`src/rtl/core_pkg.sv`:
```
// Shared encodings for the multi-cycle core: result/address selects, branch
// funct3 values, opcodes and the reset NOP.
package core_pkg;

    typedef enum logic [1:0] {
        RES_ALUOUT    = 2'b00,
        RES_DATA      = 2'b01,
        RES_ALURESULT = 2'b10
    } resultsrc_e;

    localparam logic ADR_PC     = 1'b0;
    localparam logic ADR_RESULT = 1'b1;

    localparam logic [2:0] F3_BEQ  = 3'b000;
    localparam logic [2:0] F3_BNE  = 3'b001;
    localparam logic [2:0] F3_BLT  = 3'b100;
    localparam logic [2:0] F3_BGE  = 3'b101;
    localparam logic [2:0] F3_BLTU = 3'b110;
    localparam logic [2:0] F3_BGEU = 3'b111;

    localparam logic [6:0] OP_LOAD   = 7'b0000011;
    localparam logic [6:0] OP_STORE  = 7'b0100011;
    localparam logic [6:0] OP_RTYPE  = 7'b0110011;
    localparam logic [6:0] OP_ITYPE  = 7'b0010011;
    localparam logic [6:0] OP_JAL    = 7'b1101111;
    localparam logic [6:0] OP_BRANCH = 7'b1100011;

    localparam logic [31:0] NOP_INSTR = 32'h0000_0013;

endpackage

```
`src/rtl/pc_ir_datapath_branch_cond.sv`:
```
// Branch-taken decode from funct3 and the ALU flags of the current cycle.
module branch_cond
    import core_pkg::*;
(
    input  logic [2:0] funct3,
    input  logic       alu_zero,
    input  logic       alu_lt,
    input  logic       alu_ltu,
    output logic       taken
);

    always_comb begin
        taken = 1'b0;
        case (funct3)
            F3_BEQ:  taken = alu_zero;
            F3_BNE:  taken = ~alu_zero;
            F3_BLT:  taken = alu_lt;
            F3_BGE:  taken = ~alu_lt;
            F3_BLTU: taken = alu_ltu;
            F3_BGEU: taken = ~alu_ltu;
            default: taken = 1'b0;
        endcase
    end

endmodule

```
`src/rtl/pc_ir_datapath.sv`:
```
// Non-architectural state of the multi-cycle core (PC, OldPC, IR, MDR, A, B,
// ALUOut) with PC-write resolution and the address/result muxes.
module pc_ir_datapath
    import core_pkg::*;
#(
    parameter int unsigned     XLEN     = 32,
    parameter logic [XLEN-1:0] RESET_PC = '0
) (
    input  logic            clk,
    input  logic            rst,
    input  logic            pcupdate,
    input  logic            branch,
    input  logic            irwrite,
    input  logic            adrsrc,
    input  logic [1:0]      resultsrc,
    input  logic [XLEN-1:0] alu_result,
    input  logic            alu_zero,
    input  logic            alu_lt,
    input  logic            alu_ltu,
    input  logic [XLEN-1:0] mem_rdata,
    input  logic [XLEN-1:0] rd1,
    input  logic [XLEN-1:0] rd2,
    output logic [XLEN-1:0] mem_addr,
    output logic [XLEN-1:0] result,
    output logic [XLEN-1:0] pc,
    output logic [XLEN-1:0] old_pc,
    output logic [XLEN-1:0] instr,
    output logic [6:0]      op,
    output logic [2:0]      funct3,
    output logic [XLEN-1:0] a_q,
    output logic [XLEN-1:0] b_q,
    output logic [XLEN-1:0] aluout_q,
    output logic            pc_write,
    output logic            pc_misalign,
    output logic [31:0]     instret
);

    logic [XLEN-1:0] pc_q, pc_d;
    logic [XLEN-1:0] old_pc_q, old_pc_d;
    logic [XLEN-1:0] instr_q, instr_d;
    logic [XLEN-1:0] mdr_q, mdr_d;
    logic [XLEN-1:0] a_d, b_d, aluout_d;
    logic            misalign_q, misalign_d;
    logic [31:0]     instret_q, instret_d;
    logic            taken;

    branch_cond u_branch_cond (
        .funct3   (instr_q[14:12]),
        .alu_zero (alu_zero),
        .alu_lt   (alu_lt),
        .alu_ltu  (alu_ltu),
        .taken    (taken)
    );

    always_comb begin
        result = aluout_q;
        case (resultsrc)
            RES_DATA:      result = mdr_q;
            RES_ALURESULT: result = alu_result;
            default:       result = aluout_q;
        endcase
    end

    always_comb begin
        pc_write   = pcupdate | (branch & taken);
        pc_d       = pc_write ? result : pc_q;
        misalign_d = misalign_q | (pc_write & (result[1:0] != 2'b00));
        // OldPC samples the pre-write PC so a fetch that also bumps PC records its own address
        old_pc_d   = irwrite ? pc_q : old_pc_q;
        instr_d    = irwrite ? mem_rdata : instr_q;
        instret_d  = irwrite ? instret_q + 32'd1 : instret_q;
        mdr_d      = mem_rdata;
        a_d        = rd1;
        b_d        = rd2;
        aluout_d   = alu_result;
    end

    always_ff @(posedge clk or posedge rst) begin
        if (rst) begin
            pc_q       <= RESET_PC;
            old_pc_q   <= '0;
            instr_q    <= XLEN'(NOP_INSTR);
            mdr_q      <= '0;
            a_q        <= '0;
            b_q        <= '0;
            aluout_q   <= '0;
            misalign_q <= 1'b0;
            instret_q  <= '0;
        end else begin
            pc_q       <= pc_d;
            old_pc_q   <= old_pc_d;
            instr_q    <= instr_d;
            mdr_q      <= mdr_d;
            a_q        <= a_d;
            b_q        <= b_d;
            aluout_q   <= aluout_d;
            misalign_q <= misalign_d;
            instret_q  <= instret_d;
        end
    end

    assign mem_addr    = (adrsrc == ADR_RESULT) ? result : pc_q;
    assign pc          = pc_q;
    assign old_pc      = old_pc_q;
    assign instr       = instr_q;
    assign op          = instr_q[6:0];
    assign funct3      = instr_q[14:12];
    assign pc_misalign = misalign_q;
    assign instret     = instret_q;

endmodule

```
`config.mk`:
```
export PLATFORM = sky130hd
export DESIGN_NAME = pc_ir_datapath
export DESIGN_NICKNAME = d
export VERILOG_FILES = /design/src/rtl/core_pkg.sv /design/src/rtl/pc_ir_datapath_branch_cond.sv /design/src/rtl/pc_ir_datapath.sv
export SDC_FILE = /design/constraint.sdc
export NUM_CORES = 1
export LEC_CHECK = 0
export CORE_AREA = 2 2 171 173
export CTS_CLUSTER_SIZE = 8
export DETAILED_ROUTE_END_ITERATION = 10
export DIE_AREA = 0 0 173 175
export DONT_BUFFER_PORTS = 1
export GPL_ROUTABILITY_DRIVEN = 0
export REMOVE_ABC_BUFFERS = 1
export SYNTH_ARGS = -nofsm -noshare
export SYNTH_HDL_FRONTEND = slang
export SYNTH_HIERARCHICAL = 1
export SYNTH_SLANG_ARGS = --single-unit
```
`constraint.sdc`:
```
create_clock -name clk -period 9.9 [get_ports clk]
set_input_delay 1.98 -clock clk [delete_from_list [all_inputs] [get_ports clk]]
set_output_delay 1.98 -clock clk [all_outputs]
set_load 0.02 [all_outputs]
```
After elaboration in Yosys (flattened, before gate mapping)
Index checks and enable logic that the tools add are counted.
- bits in registers: 257
- output and inout port bits: 300
- logic and storage cells: 29
- add/subtract/negate cells: 1
- equal/unequal tests: 7
- muxes and demuxes: 3
- bitwise logic cells: 7
- reduce and logical (&&, ||, !) cells: 2
- operators by type and width (operator ; number):
    $pmux W32 S2 ; 1
    $add A32 B1 Y32 const B ; 1
    $mux W32 ; 1
    $eq A3 B3 Y1 const B ; 4
    $pmux W1 S6 ; 1
    $eq A3 B1 Y1 const B ; 1
    $logic_not A3 Y1 ; 1
    $not A1 Y1 ; 3
    $and A1 B1 Y1 ; 2
    $eq A2 B1 Y1 const B ; 1
    $eq A2 B2 Y1 const B ; 1
    $or A1 B1 Y1 ; 2
    $reduce_bool A2 Y1 ; 1

Longest topological paths before layout
- depth after elaboration: 6
- depth in mapped cells: 8
- mapped depth without buffers: 7

Hierarchy
The synthesis kept the hierarchy.
- modules (own cells, without submodules) (module ; instances ; cells each ; area each (um^2) ; seq. area each (um^2)):
    pc_ir_datapath ; 1 ; 628 ; 9311.4 ; 6434.9
    branch_cond ; 1 ; 5 ; 40.0 ; 0.0

Least setup slack after synthesis
No wires, ideal clock.
- path kind: in2out
- from: in resultsrc[0]
- to: out mem_addr[20]
- data arrival time: 3.570 ns
- path slack: 4.350 ns
- stages: 6
- path through: inv_1 -> ha_1 -> clkbuf_1 -> a22oi_1 -> o21ai_0 -> mux2_2
- longest elaborated chain between the ends: 3
- ends and longest elaborated chain (element ; line ; RTL):
    from (decl) ; pc_ir_datapath.sv:15 ; input logic [1:0] resultsrc,
    $eq A2 B2 Y1 / $eq A2 B1 Y1 (equally long branches) ; pc_ir_datapath.sv:57 ; case (resultsrc)
    $pmux W32 S2 * ; pc_ir_datapath.sv:57 ;
    named net result[20] ; pc_ir_datapath.sv:24 ; output logic [XLEN-1:0] result,
    $mux W32 * ; pc_ir_datapath.sv:102 ; assign mem_addr = (adrsrc == ADR_RESULT) ? result : pc_q;
    to (decl) ; pc_ir_datapath.sv:23 ; output logic [XLEN-1:0] mem_addr,
Mark *: on every way through the listed nets, which the timed path passes. The rest lies on a longest branch.

Final worst setup path
- from: in resultsrc[0]
- to: out mem_addr[7]
The elaborated chain is that of the path after synthesis.

==> reports/metrics.yaml <==
grt_max_degree: 131
hold_viol: 0
preCtsSetupSlack_ns: 3.66
cts_buffers: 38
power_density_nw_per_um2: 260
clk_pin_slew_ns: 0.05
cp-end-kind: "output port"
grt_pass1_vias: 5610
post_cts_buffers: 0
reg2reg_slack_ns: 7.23
drt_iter0_drc: 253
r2r_cells: 8
setup_slack_ns: 3.63
crit_path_top_delay_cell: "o21ai_0"
die-area_um2: 30300
synth-seq-cells: 257
layout_min_cycle_time_ns: 6.27
slew_viol_final: 0
hold-path-endpoint: "instret[31]$_DFFE_PP0P_"
antenna_found_initial: 6
avgSynthCellArea_um2: 14.8
cp-start-kind: "primary input"
yosys.cell_types.count: 31
first_pass_iters: 4
rows: 62
die_w_um: 173
total_power_uw: 2800
timing.fmax_ghz: 0.160
path_cells: "inv_1 > ha_2 > a22oi_1 > o21ai_0 > mux2_2"
synth_warnings: 6
critical_path.max_stage_delay_ns: 0.95
final_util: 0.379
coreArea_um2: 28400
root_buffer: "clkbuf_16"
min_path_cells: 1
peakVddDrop_uv: 148
min_from: "instret[31]$_DFFE_PP0P_"
post_drt_via_cell_ratio: 5.01
fin_cells: 1044
placed_cells: 985
worstPathRequired_ns: 7.92
portBuffers: 0
setup_violations: 0
h-tree-depth: 2
relSlewSlack: 0.198
ios: 439
cp_max_fo: 32
cts_tree: "done"
worstPathArrival_ns: 4.29
post_cts_resized: 0
track_usage: 0.166
grt_pass1_wl_mm: 37.9
dieHeight_um: 175
clk_path_buf_depth: 3
rsz0062_at_grt: "no"
area_delta_synth_final_pct: 15.0
cts.sinks: 257
overflow: 0
drive_gt1_frac: 0.291
hp-class: "reg2reg"
drc: 0
wirelength_mm: 25.7
tightestPinTransition_ns: 1.19
initial_utilization: 0.329
timing.rr.end: "pc[4]$_DFFE_PP0P_"
postRouteAntennaNets: 0
hold_buffers: 0
synth_area_um2: 9350
status: "completed"
fin_nets: 783
r2r_start: "instr[13]$_DFFE_PP0P_"
power.leakage_uw: 0.00468
crit_type: "in2out"
vias: 5227
worstSkewPairLatency_ns: 0.50
synth_seq_area_share: 0.688
maxCapViolations: 0
final_min_period_over_clock_period: 0.633
fin_skew_ns: 0.0185
synthCells: 633
setup-tns-final_ns: 0
dpl.hpwl_mm: 18.2
routedWlPerCell_um: 24.6
[sequential cells by signal, indices dropped and copies added (netlist names), 32 cells and up]
name and flops:
a_q 32, aluout_q 32, b_q 32, instr 32, instret 32, mdr_q 32
old_pc 32, pc 32
[cell families (layout without fill, tap and decap cells)]
family                   after synthesis  count (layout)  share of synthesized area
XOR/XNOR                              33              33                     0.0309
buffers and inverters                 48              72                     0.0246
flip-flops                           257             257                      0.688
adder cells (fa/ha/maj)                3               3                    0.00401
multiplexers                         129             129                      0.155
AND/OR/NAND/NOR                       96              96                     0.0522
AO/OA/AOI/OAI                         67              67                     0.0450
other                                  0               3                          0
[layer usage]
layer	vias to the layer above	track usage	wire, um
li1	2222	-	-
met3	49	0.0792	3110
met1	2594	0.177	8920
met5	-	0	0
met4	0	0.0480	576
met2	362	0.293	13100
[how the worst max path moves through the flow]
stage / start / to / slack [ns] / depth (start not counted)
after global routing: resultsrc[0] / mem_addr[7] / 3.50 / 5
after global placement: resultsrc[0] / mem_addr[7] / 3.67 / 5
final: resultsrc[0] / mem_addr[7] / 3.63 / 5
after floorplan: rst / a_q[0]$_DFF_PP0_ / 0.85 / 1
after detailed placement: resultsrc[0] / mem_addr[7] / 3.66 / 5
after CTS: resultsrc[0] / mem_addr[7] / 3.64 / 5
[stage by stage]
| stage | hold WS [ns] | cell area (um2) |
|---|---|---|
| floorplan | 0.578 | 9150 |
| global placement | 0.601 | 9700 |
| detailed placement | 0.605 | 9700 |
| CTS | 0.616 | 10800 |
| global route | 0.617 | 10800 |
| finish | 0.616 | 10800 |
[critical path, delay by kind of cell]
family | cells | cell delay [ns]
AO/OA/AOI/OAI | 2 | 1.13
buffers and inverters | 1 | 0.04
multiplexers | 1 | 0.41
adder cells (fa/ha/maj) | 1 | 0.70
[cell usage in the layout (no fill, tap or decap), drive strengths merged, types with 2 or more instances in the layout]
cell    Yosys  routed
buf        19       8
nor2        9       9
xor2       14      14
clkbuf     21      54
and4        3       3
nand2      47      47
nor4        3       3
ha          3       3
xnor2      19      19
nand4      10      10
dfrtp     254     254
or4         2       2
diode       0       3
nand3      10      10
inv         7       9
nor3       10      10
o21ai      32      32
mux2      128     128
a22oi      32      32
dfstp       3       3
[cell usage after synthesis (all sizes together)]
library cell,count,share of area
a21o,1,0.00080
a21oi,1,0.00053
a22oi,32,0.026
and3,1,0.00067
and4,3,0.0028
buf,19,0.013
clkbuf,21,0.0084
clkinv,1,0.00040
dfrtp,254,0.68
dfstp,3,0.0084
ha,3,0.0040
inv,7,0.0028
mux2,128,0.15
mux2i,1,0.0011
nand2,47,0.019
nand3,10,0.0054
nand4,10,0.0080
nor2,9,0.0036
nor3,10,0.0086
nor4,3,0.0020
o21ai,32,0.017
o21bai,1,0.00080
or3,1,0.00067
or4,2,0.0016
xnor2,19,0.018
xor2,14,0.013
[layout make-up]
type                    count  area (um2)
inverters                   8        37.5
fillers                  2663       17600
flip-flops and latches    257        6430
multi-input cells         328        2690
clock inverters             2        16.3
diodes                      3        7.51
clock buffers              54        1030
well taps                 384         480
repair buffers              8        60.1
[where the power goes]
group | total (uW) | internal, uW | switching, uW | leakage [uW]
logic | 249 | 103 | 146 | 0.00108
registers | 1400 | 1160 | 241 | 0.00310
clock network | 1150 | 712 | 436 | 0.000503
total | 2800 | 1980 | 823 | 0.00468
(Power assumes the default switching activity.)
